===== src/rtl/pipelined_inst_decoder_pkg.sv =====
// Shared decode types and MIPS opcode/function constants for the pipelined decoder.
package decoder_pkg;

  localparam logic [5:0] OPC_RTYPE = 6'b000000;
  localparam logic [5:0] OPC_COP0  = 6'b010000;
  localparam logic [5:0] OPC_J     = 6'b000010;
  localparam logic [5:0] OPC_JAL   = 6'b000011;
  localparam logic [5:0] OPC_LW    = 6'b100011;
  localparam logic [5:0] OPC_SW    = 6'b101011;

  localparam logic [5:0] FUN_SLL   = 6'b000000;
  localparam logic [5:0] FUN_SRL   = 6'b000010;
  localparam logic [5:0] FUN_SRA   = 6'b000011;
  localparam logic [5:0] FUN_JR    = 6'b001000;
  localparam logic [5:0] FUN_JALR  = 6'b001001;

  typedef enum logic {
    RUN    = 1'b0,
    BUBBLE = 1'b1
  } state_e;

  typedef struct packed {
    logic [3:0]  af;
    logic        i;
    logic        alu_mux_sel;
    logic [4:0]  cad;
    logic        gp_we;
    logic [1:0]  gp_mux_sel;
    logic [3:0]  bf;
    logic        dm_we;
    logic [2:0]  shift_type;
    logic [1:0]  pc_mux_sel;
    logic [4:0]  rs;
    logic [4:0]  rt;
    logic [4:0]  sa;
    logic [15:0] imm;
    logic [25:0] iindex;
  } dec_bundle_t;

  // R-type functions whose GPR write data comes from the shifter path.
  function automatic logic fun_is_shift_wb(input logic [5:0] fun);
    case (fun)
      6'd0, 6'd1, 6'd2, 6'd4, 6'd6, 6'd7: return 1'b1;
      default:                            return 1'b0;
    endcase
  endfunction

endpackage


===== src/rtl/pipelined_inst_decoder_if.sv =====
// Fetch-side and execute-side handshake bundle of the decode stage, plus stall counter and FSM state.
interface pipelined_inst_decoder_if #(parameter int CNT_W = 16);
  import decoder_pkg::*;

  // Handshake: a beat transfers on a cycle where valid & ready are both high; a
  // producer holding valid keeps its payload stable until that cycle.
  logic              in_valid;
  logic              in_ready;
  logic [31:0]       in_instr;
  logic              flush;
  logic              out_valid;
  logic              out_ready;
  logic [3:0]        out_af;
  logic              out_i;
  logic              out_alu_mux_sel;
  logic [4:0]        out_cad;
  logic              out_gp_we;
  logic [1:0]        out_gp_mux_sel;
  logic [3:0]        out_bf;
  logic              out_dm_we;
  logic [2:0]        out_shift_type;
  logic [1:0]        out_pc_mux_sel;
  logic [4:0]        out_rs;
  logic [4:0]        out_rt;
  logic [4:0]        out_sa;
  logic [15:0]       out_imm;
  logic [25:0]       out_iindex;
  logic [CNT_W-1:0]  stall_cnt;
  state_e            dbg_state;

  modport slave (
    input  in_valid, in_instr, flush, out_ready,
    output in_ready, out_valid, out_af, out_i, out_alu_mux_sel, out_cad, out_gp_we,
           out_gp_mux_sel, out_bf, out_dm_we, out_shift_type, out_pc_mux_sel,
           out_rs, out_rt, out_sa, out_imm, out_iindex, stall_cnt, dbg_state
  );

  modport master (
    output in_valid, in_instr, flush, out_ready,
    input  in_ready, out_valid, out_af, out_i, out_alu_mux_sel, out_cad, out_gp_we,
           out_gp_mux_sel, out_bf, out_dm_we, out_shift_type, out_pc_mux_sel,
           out_rs, out_rt, out_sa, out_imm, out_iindex, stall_cnt, dbg_state
  );

endinterface


===== src/rtl/inst_decode_comb.sv =====
// Pure combinational MIPS decode of one instruction word into the control bundle.
module inst_decode_comb
  import decoder_pkg::*;
(
  input  logic [31:0] instr_i,
  output dec_bundle_t dec_o,
  output logic        reads_rt_o,
  output logic        is_lw_o
);

  logic [5:0] opc;
  logic [5:0] fun;
  logic       rtype;
  logic       jtype;
  logic       itype;

  assign opc   = instr_i[31:26];
  assign fun   = instr_i[5:0];
  assign rtype = (opc == OPC_RTYPE) | (opc == OPC_COP0);
  assign jtype = (opc[5:1] == 5'b00001);
  assign itype = !rtype & !jtype;

  assign reads_rt_o = rtype | (opc == OPC_SW) | (opc[5:3] == 3'b000);
  assign is_lw_o    = (opc == OPC_LW);

  always_comb begin
    dec_o             = '0;
    dec_o.rs          = instr_i[25:21];
    dec_o.rt          = instr_i[20:16];
    dec_o.sa          = instr_i[10:6];
    dec_o.imm         = instr_i[15:0];
    dec_o.iindex      = instr_i[25:0];
    dec_o.af[2:0]     = rtype ? fun[2:0] : opc[2:0];
    dec_o.af[3]       = rtype ? fun[3] : (opc[2] & opc[1]);
    dec_o.i           = itype & (opc[5:3] == 3'b001);
    dec_o.alu_mux_sel = rtype & (fun[5:4] == 2'b10);
    dec_o.shift_type  = {1'b0, fun[1:0]};
    dec_o.bf          = {opc[2:0], instr_i[16]};
    dec_o.dm_we       = (opc == OPC_SW);

    if (opc == OPC_JAL)  dec_o.cad = 5'd31;
    else if (rtype)      dec_o.cad = instr_i[15:11];
    else                 dec_o.cad = instr_i[20:16];

    dec_o.gp_we = (opc[5:3] == 3'b100) | dec_o.i | dec_o.alu_mux_sel | (opc == OPC_JAL) |
                  (rtype & ((fun == FUN_JALR) | (fun == FUN_SRL) | (fun == FUN_SRA) | (fun == FUN_SLL)));

    if (dec_o.alu_mux_sel | dec_o.i)         dec_o.gp_mux_sel = 2'b00;
    else if (opc == OPC_LW)                  dec_o.gp_mux_sel = 2'b01;
    else if (rtype & fun_is_shift_wb(fun))   dec_o.gp_mux_sel = 2'b10;
    else                                     dec_o.gp_mux_sel = 2'b11;

    if (rtype & (fun[5:2] == 4'b0010))       dec_o.pc_mux_sel = 2'b00;
    else if (itype & (opc[5:3] == 3'b000))   dec_o.pc_mux_sel = 2'b01;
    else if (jtype)                          dec_o.pc_mux_sel = 2'b10;
    else                                     dec_o.pc_mux_sel = 2'b11;
  end

endmodule


===== src/rtl/pipelined_inst_decoder.sv =====
// Registered MIPS decode stage with load-use bubble insertion, flush and stall counter.
// Optional macro ID_SKID_BUF_EN adds a one-entry skid buffer and a registered in_ready.
module pipelined_inst_decoder
  import decoder_pkg::*;
#(
  parameter int HAZARD_BUBBLES = 1,
  parameter int CNT_W          = 16
) (
  input  logic clk,
  input  logic rst_n,
  pipelined_inst_decoder_if.slave bus
);

  localparam logic [1:0] BUB_INIT = (HAZARD_BUBBLES > 0) ? 2'(HAZARD_BUBBLES - 1) : 2'd0;

  state_e           state_q;
  logic [1:0]       cnt_q;
  logic             out_valid_q;
  logic             held_lw_q;
  dec_bundle_t      bundle_q;
  logic [CNT_W-1:0] stall_cnt_q;

  dec_bundle_t in_dec;
  logic        in_reads_rt;
  logic        in_is_lw;
  dec_bundle_t head_dec;
  logic        head_reads_rt;
  logic        head_is_lw;
  logic        head_valid;
  logic        hazard;
  logic        can_load;
  logic        load;

  inst_decode_comb u_dec_in (
    .instr_i    (bus.in_instr),
    .dec_o      (in_dec),
    .reads_rt_o (in_reads_rt),
    .is_lw_o    (in_is_lw)
  );

`ifdef ID_SKID_BUF_EN
  logic        skid_valid_q;
  logic        skid_valid_d;
  logic [31:0] skid_instr_q;
  logic        in_ready_q;
  logic        in_take;
  dec_bundle_t skid_dec;
  logic        skid_reads_rt;
  logic        skid_is_lw;

  inst_decode_comb u_dec_skid (
    .instr_i    (skid_instr_q),
    .dec_o      (skid_dec),
    .reads_rt_o (skid_reads_rt),
    .is_lw_o    (skid_is_lw)
  );

  // The parked beat is always older than anything on the input, so it issues first.
  assign in_take       = bus.in_valid & in_ready_q & !bus.flush;
  assign head_valid    = skid_valid_q | in_take;
  assign head_dec      = skid_valid_q ? skid_dec      : in_dec;
  assign head_reads_rt = skid_valid_q ? skid_reads_rt : in_reads_rt;
  assign head_is_lw    = skid_valid_q ? skid_is_lw    : in_is_lw;
  assign bus.in_ready  = in_ready_q & !bus.flush;

  always_comb begin
    skid_valid_d = skid_valid_q;
    if (bus.flush)         skid_valid_d = 1'b0;
    else if (skid_valid_q) skid_valid_d = !load;
    else                   skid_valid_d = in_take & !load;
  end

  always_ff @(posedge clk or negedge rst_n) begin
    if (!rst_n) begin
      skid_valid_q <= 1'b0;
      skid_instr_q <= '0;
      in_ready_q   <= 1'b1;
    end else begin
      skid_valid_q <= skid_valid_d;
      in_ready_q   <= !skid_valid_d;
      if (in_take && !load && !skid_valid_q) skid_instr_q <= bus.in_instr;
    end
  end
`else
  assign head_valid    = bus.in_valid;
  assign head_dec      = in_dec;
  assign head_reads_rt = in_reads_rt;
  assign head_is_lw    = in_is_lw;
  assign bus.in_ready  = can_load;
`endif

  assign hazard = (HAZARD_BUBBLES > 0) & out_valid_q & held_lw_q & (bundle_q.cad != 5'd0) &
                  head_valid & ((head_dec.rs == bundle_q.cad) |
                                (head_reads_rt & (head_dec.rt == bundle_q.cad)));

  assign can_load = (state_q == RUN) & (!out_valid_q | bus.out_ready) & !hazard & !bus.flush;
  assign load     = can_load & head_valid;

  // Flush wins over everything; a hazard with a stalled consumer just holds the load in place.
  always_ff @(posedge clk or negedge rst_n) begin
    if (!rst_n) begin
      state_q     <= RUN;
      cnt_q       <= 2'd0;
      out_valid_q <= 1'b0;
      held_lw_q   <= 1'b0;
      bundle_q    <= '0;
      stall_cnt_q <= '0;
    end else if (bus.flush) begin
      state_q     <= RUN;
      cnt_q       <= 2'd0;
      out_valid_q <= 1'b0;
    end else begin
      case (state_q)
        RUN: begin
          if (hazard && bus.out_ready) begin
            out_valid_q <= 1'b0;
            state_q     <= BUBBLE;
            cnt_q       <= BUB_INIT;
          end else if (load) begin
            bundle_q    <= head_dec;
            held_lw_q   <= head_is_lw;
            out_valid_q <= 1'b1;
          end else if (bus.out_ready) begin
            out_valid_q <= 1'b0;
          end
        end
        BUBBLE: begin
          if (stall_cnt_q != {CNT_W{1'b1}}) stall_cnt_q <= stall_cnt_q + 1'b1;
          if (cnt_q == 2'd0) state_q <= RUN;
          else               cnt_q   <= cnt_q - 2'd1;
        end
        default: state_q <= RUN;
      endcase
    end
  end

  assign bus.out_valid       = out_valid_q;
  assign bus.out_af          = bundle_q.af;
  assign bus.out_i           = bundle_q.i;
  assign bus.out_alu_mux_sel = bundle_q.alu_mux_sel;
  assign bus.out_cad         = bundle_q.cad;
  assign bus.out_gp_we       = bundle_q.gp_we;
  assign bus.out_gp_mux_sel  = bundle_q.gp_mux_sel;
  assign bus.out_bf          = bundle_q.bf;
  assign bus.out_dm_we       = bundle_q.dm_we;
  assign bus.out_shift_type  = bundle_q.shift_type;
  assign bus.out_pc_mux_sel  = bundle_q.pc_mux_sel;
  assign bus.out_rs          = bundle_q.rs;
  assign bus.out_rt          = bundle_q.rt;
  assign bus.out_sa          = bundle_q.sa;
  assign bus.out_imm         = bundle_q.imm;
  assign bus.out_iindex      = bundle_q.iindex;
  assign bus.stall_cnt       = stall_cnt_q;
  assign bus.dbg_state       = state_q;

endmodule


===== src/flat_wrapper.sv =====
// flat-port wrapper written by rule: the top's interface ports become plain ports
module pipelined_inst_decoder_flat import decoder_pkg::*;
#(
  parameter int HAZARD_BUBBLES = 1,
  parameter int CNT_W          = 16
)
  (clk, rst_n, bus_in_valid, bus_in_instr, bus_flush, bus_out_ready, bus_in_ready, bus_out_valid, bus_out_af, bus_out_i, bus_out_alu_mux_sel, bus_out_cad, bus_out_gp_we, bus_out_gp_mux_sel, bus_out_bf, bus_out_dm_we, bus_out_shift_type, bus_out_pc_mux_sel, bus_out_rs, bus_out_rt, bus_out_sa, bus_out_imm, bus_out_iindex, bus_stall_cnt, bus_dbg_state);
  pipelined_inst_decoder_if #(.CNT_W(CNT_W)) bus_i ();
  input  logic clk;
  input  logic rst_n;
  input wire logic [$bits(bus_i.in_valid)-1:0] bus_in_valid;
  input wire logic [$bits(bus_i.in_instr)-1:0] bus_in_instr;
  input wire logic [$bits(bus_i.flush)-1:0] bus_flush;
  input wire logic [$bits(bus_i.out_ready)-1:0] bus_out_ready;
  output wire logic [$bits(bus_i.in_ready)-1:0] bus_in_ready;
  output wire logic [$bits(bus_i.out_valid)-1:0] bus_out_valid;
  output wire logic [$bits(bus_i.out_af)-1:0] bus_out_af;
  output wire logic [$bits(bus_i.out_i)-1:0] bus_out_i;
  output wire logic [$bits(bus_i.out_alu_mux_sel)-1:0] bus_out_alu_mux_sel;
  output wire logic [$bits(bus_i.out_cad)-1:0] bus_out_cad;
  output wire logic [$bits(bus_i.out_gp_we)-1:0] bus_out_gp_we;
  output wire logic [$bits(bus_i.out_gp_mux_sel)-1:0] bus_out_gp_mux_sel;
  output wire logic [$bits(bus_i.out_bf)-1:0] bus_out_bf;
  output wire logic [$bits(bus_i.out_dm_we)-1:0] bus_out_dm_we;
  output wire logic [$bits(bus_i.out_shift_type)-1:0] bus_out_shift_type;
  output wire logic [$bits(bus_i.out_pc_mux_sel)-1:0] bus_out_pc_mux_sel;
  output wire logic [$bits(bus_i.out_rs)-1:0] bus_out_rs;
  output wire logic [$bits(bus_i.out_rt)-1:0] bus_out_rt;
  output wire logic [$bits(bus_i.out_sa)-1:0] bus_out_sa;
  output wire logic [$bits(bus_i.out_imm)-1:0] bus_out_imm;
  output wire logic [$bits(bus_i.out_iindex)-1:0] bus_out_iindex;
  output wire logic [$bits(bus_i.stall_cnt)-1:0] bus_stall_cnt;
  output wire logic [$bits(bus_i.dbg_state)-1:0] bus_dbg_state;
  assign bus_i.in_valid = bus_in_valid;
  assign bus_i.in_instr = bus_in_instr;
  assign bus_i.flush = bus_flush;
  assign bus_i.out_ready = bus_out_ready;
  assign bus_in_ready = bus_i.in_ready;
  assign bus_out_valid = bus_i.out_valid;
  assign bus_out_af = bus_i.out_af;
  assign bus_out_i = bus_i.out_i;
  assign bus_out_alu_mux_sel = bus_i.out_alu_mux_sel;
  assign bus_out_cad = bus_i.out_cad;
  assign bus_out_gp_we = bus_i.out_gp_we;
  assign bus_out_gp_mux_sel = bus_i.out_gp_mux_sel;
  assign bus_out_bf = bus_i.out_bf;
  assign bus_out_dm_we = bus_i.out_dm_we;
  assign bus_out_shift_type = bus_i.out_shift_type;
  assign bus_out_pc_mux_sel = bus_i.out_pc_mux_sel;
  assign bus_out_rs = bus_i.out_rs;
  assign bus_out_rt = bus_i.out_rt;
  assign bus_out_sa = bus_i.out_sa;
  assign bus_out_imm = bus_i.out_imm;
  assign bus_out_iindex = bus_i.out_iindex;
  assign bus_stall_cnt = bus_i.stall_cnt;
  assign bus_dbg_state = bus_i.dbg_state;
  pipelined_inst_decoder #(.HAZARD_BUBBLES(HAZARD_BUBBLES), .CNT_W(CNT_W)) u_core (.clk(clk), .rst_n(rst_n), .bus(bus_i));
endmodule

===== config.mk =====
export PLATFORM = sky130hd
export DESIGN_NAME = pipelined_inst_decoder_flat
export DESIGN_NICKNAME = d
export VERILOG_FILES = /design/src/rtl/pipelined_inst_decoder_pkg.sv /design/src/rtl/pipelined_inst_decoder_if.sv /design/src/rtl/inst_decode_comb.sv /design/src/rtl/pipelined_inst_decoder.sv /design/src/flat_wrapper.sv
export SDC_FILE = /design/constraint.sdc
export NUM_CORES = 1
export LEC_CHECK = 0
export ABC_AREA = 1
export BUFFER_PORTS_ARGS = -buffer_cell sky130_fd_sc_hd__buf_2
export CORE_AREA = 2 2 94 96
export DETAILED_ROUTE_END_ITERATION = 6
export DIE_AREA = 0 0 96 98
export PLACE_DENSITY = 0.72
export SLEW_MARGIN = 40
export SYNTH_ARGS = -nofsm -noshare
export SYNTH_HDL_FRONTEND = slang
export SYNTH_SLANG_ARGS = --single-unit

===== constraint.sdc =====
create_clock -name clk -period 1.6 [get_ports clk]
set_input_delay 0.16 -clock clk [delete_from_list [all_inputs] [get_ports clk]]
set_output_delay 0.16 -clock clk [all_outputs]
set_load 0.05 [all_outputs]

==> metrics.txt <==
routed len/inst=~13 um; RSZ-0062 raised after global routing=yes; portion of synthesized cell area occupied by the leading cell type=a little under half; Max-Cap Viols=0; initial antenna violation count=0; wire length reported by the detailed router=between 9 and 10 mm; fraction of layout cells with a size suffix above 1=between 30% and 40%; cell with the most instances after synthesis=nand2_1; launch point of the worst hold path=bus_in_instr[7]; kind of start point of the critical path=flip-flop; total standard cell area after synthesis=~3600 sq um; share of synthesized area occupied by flip-flops and latches=~47%; number of cells traversed by the worst hold path=3; later-pin clock latency in the skew report=340 ps; post-CTS clock slew at the launch and capture registers of the worst setup and hold paths=roughly 80 ps; routed via count=roughly 3300; syn_nets=between 400 and 500; cells on worst reg2reg path=10; Yosys reg bits=67; endpoint arrival time on the critical path=between 1500 and 2000 ps; chain of cells forming the critical path=nor2_1, nand4_1, nand4_1, inv_2, buf_4, nand2_1, nand3_4, clkbuf_16, nand2_1, o21ai_1; run status=complete, but fails checks; Worst Slack Setup Final=-127.1 ps; violated checks=negative setup slack; area post-placement=4208 sq um; Initial DRT Pass Iterations=4; TritonCTS Buffers=9; slowest library cell on the worst path=dfrtp_2; critical path data required time=around 1800 ps; number of synthesis warnings=0; vias per cell=4.942; H-tree depth=3; Die Span Y=~98 um; asr flop ratio synth=100.0%; Initial Utilization=~42%; Die Span X=between 90 and 100 um; Synth Area per Inst=roughly 8 sq um; startpoint-to-endpoint class of the critical path=reg2reg; Post-Place Setup Slack=28.84 ps; primary flip-flop cell chosen by synthesis mapping=dfrtp_1; worst r2r dst=u_core.bus.out_cad[4]$_DFFE_PN0P_; clock tree from TritonCTS=done; count of flip-flops with a built-in enable after synthesis=0; post-route standard cell area excluding fillers=~4500 sq um; number of design rule violations left after detail routing=0; core area=between 8000 and 9000 sq um; # clock sinks=67; hold slack=around 42 ps; pwr/cell area=around 1200 nW/um^2; global placer's final weighted congestion=between 0.8 and 0.9; number of hold violations in the final report=0; worst min-delay path category=in2reg; synthesis-to-finish area growth=26.78%; CP max FO=18; worst-case hold path end point=u_core.bus.out_iindex[7]$_DFFE_PN0P_; count of nets left with antenna violations after detail routing=0; startpoint of the worst register-to-register path=u_core.bus.out_cad[0]$_DFFE_PN0P_; DR iter-0 viols=roughly 130; maximum clock frequency=579.0 MHz; CTS root buf=clkbuf_8; unique cell type count in the Yosys netlist=30; Slew Viols, Final=0; critical path's largest stage delay=450 ps; register-to-register setup slack=-130 ps; net total in the final layout=approximately 600; Final Critical Period=~1700 ps; Max VDD drop=0.0006985 V; wire length of the first global-routing pass=14.24 mm; via count of the first global-routing pass=3028; Overflow after GRT=0; commonest cells in the synthesized netlist=nand2_1, dfrtp_1, inv_1, buf_4, o21ai_1; I/O pin count=roughly 140; Clock Skews=between 8 and 9 ps; synthesized netlist cell count=447; Diodes inserted=0; setup violators final=49; Die ar.=~9400 sq um; Final HPWL DP=about 6.5 mm; count of input and output buffers=between 100 and 150; largest area contributor in the netlist=dfrtp_1; pin count of the biggest net entering global routing=between 60 and 70; maximum clock path buffer count=2; final cycle utilization of the critical path=107.9%; count of standard-cell rows=34; static leakage=between 2 and 2.5 nW; FILL cells=approximately 810; Tot GR Track Use=a little under 20%; Synth area leaders=dfrtp_1, nand2_1, buf_4; kind of end point of the critical path=flip-flop
[repair_timing]
item | in CTS | in global routing
hold buffers | 2 | 0
hold endpoints to repair | 68 | 0
gates cloned | 0 | 3
setup endpoints to repair | 1 | 56
pin swaps | 5 | 3
buffers inserted | 3 | 2
gates resized for setup | 4 | 9
[final cells by class]
type	count	area [sq um]	share of cell area, %
Sequential cell	67	1693	37.21
Multi-Input combinational cell	283	1446	31.79
Timing Repair Buffer	155	913.4	20.08
Inverter	48	182.7	4.015
Tap cell	108	135.1	2.970
Clock buffer	9	123.9	2.723
Clock inverter	7	55.05	1.210
[cells by family (layout without fill, tap and decap cells)]
kind of cell / Yosys count / after routing / synth area share (%)
other: 1 / 1 / 0.1045
AND/OR/NAND/NOR: 197 / 197 / 23.71
flip-flops: 67 / 67 / 46.72
buffers and inverters: 97 / 219 / 14.61
AO/OA/AOI/OAI: 62 / 62 / 9.031
XOR/XNOR: 21 / 21 / 5.126
adder cells (fa/ha/maj): 2 / 2 / 0.6972
[critical path: cells and delay by family, from the launching register on]
kind            cells  cell delay [ps]
simple gates        6              670
flops               1              450
buf+inv             3              420
compound gates      1               60
[cell usage in the layout (no fill, tap or decap), types with 13 or more instances in the layout]
cell | Yosys | routed
nand2_1 | 120 | 119
o21ai_1 | 37 | 37
nor2_1 | 22 | 22
dfrtp_1 | 67 | 54
nand3_1 | 25 | 25
buf_2 | 5 | 134
nand4_1 | 13 | 13
dfrtp_2 | 0 | 13
xor2_1 | 14 | 14
inv_1 | 44 | 40
[per-layer routing]
metal | vias to the layer above | GRT usage [%] | routed length [um]
met1 | 1580 | 26.18 | 4025
met2 | 126 | 30.13 | 4352
met5 | - | 0 | 0
met3 | 11 | 4.244 | 601
met4 | 0 | 7.033 | 127
li1 | 1629 | - | -
[where the power goes]
part	switching, mW	internal [mW]
clock	0.703	0.569
combinational	1.53	0.431
sequential	0.144	1.87
total	2.37	2.87
[sequential cells by signal (all words and copies together), names as in the netlist, 2 cells and up]
name                       flops
u_core.bus.out_cad             5
u_core.bus.stall_cnt          16
u_core.bus.out_pc_mux_sel      2
u_core.cnt_q                   2
u_core.bus.out_bf              3
u_core.bus.out_gp_mux_sel      2
u_core.bus.out_iindex         25
u_core.bus.out_af              4
[through the flow]
stage | cells | TNS [ps] | utilization, % | power, mW
2_1_floorplan | 447 | -254.2 | - | 3.651
3_5_place_dp | 651 | 0 | 49.70 | 3.971
6_report | 677 | -4839 | 53.74 | 5.246
5_1_grt | 677 | -10350 | 53.74 | 5.514
3_3_place_gp | 651 | 0 | 49.70 | 3.953
4_1_cts | 672 | -3483 | 52.48 | 5.272
[worst max-delay path by stage]
stage | startpoint | cells past startpoint | slack [ps] | endpoint
after floorplan | u_core.bus.stall_cnt[3]$_DFFE_PN0P_ | 8 | -40 | u_core.bus.stall_cnt[5]$_DFFE_PN0P_
after global placement | u_core.bus.out_cad[2]$_DFFE_PN0P_ | 12 | 70 | u_core.bus.out_iindex[0]$_DFFE_PN0P_
after detailed placement | u_core.bus.out_cad[2]$_DFFE_PN0P_ | 12 | 30 | u_core.bus.out_alu_mux_sel$_DFFE_PN0P_
after CTS | u_core.bus.out_cad[0]$_DFFE_PN0P_ | 6 | -140 | bus_in_ready
after global routing | u_core.bus.out_cad[1]$_DFFE_PN0P_ | 11 | -240 | u_core.bus.out_gp_mux_sel[0]$_DFFE_PN0P_
final | u_core.bus.out_cad[0]$_DFFE_PN0P_ | 10 | -130 | u_core.bus.out_cad[4]$_DFFE_PN0P_
(Power assumes the default switching activity.)
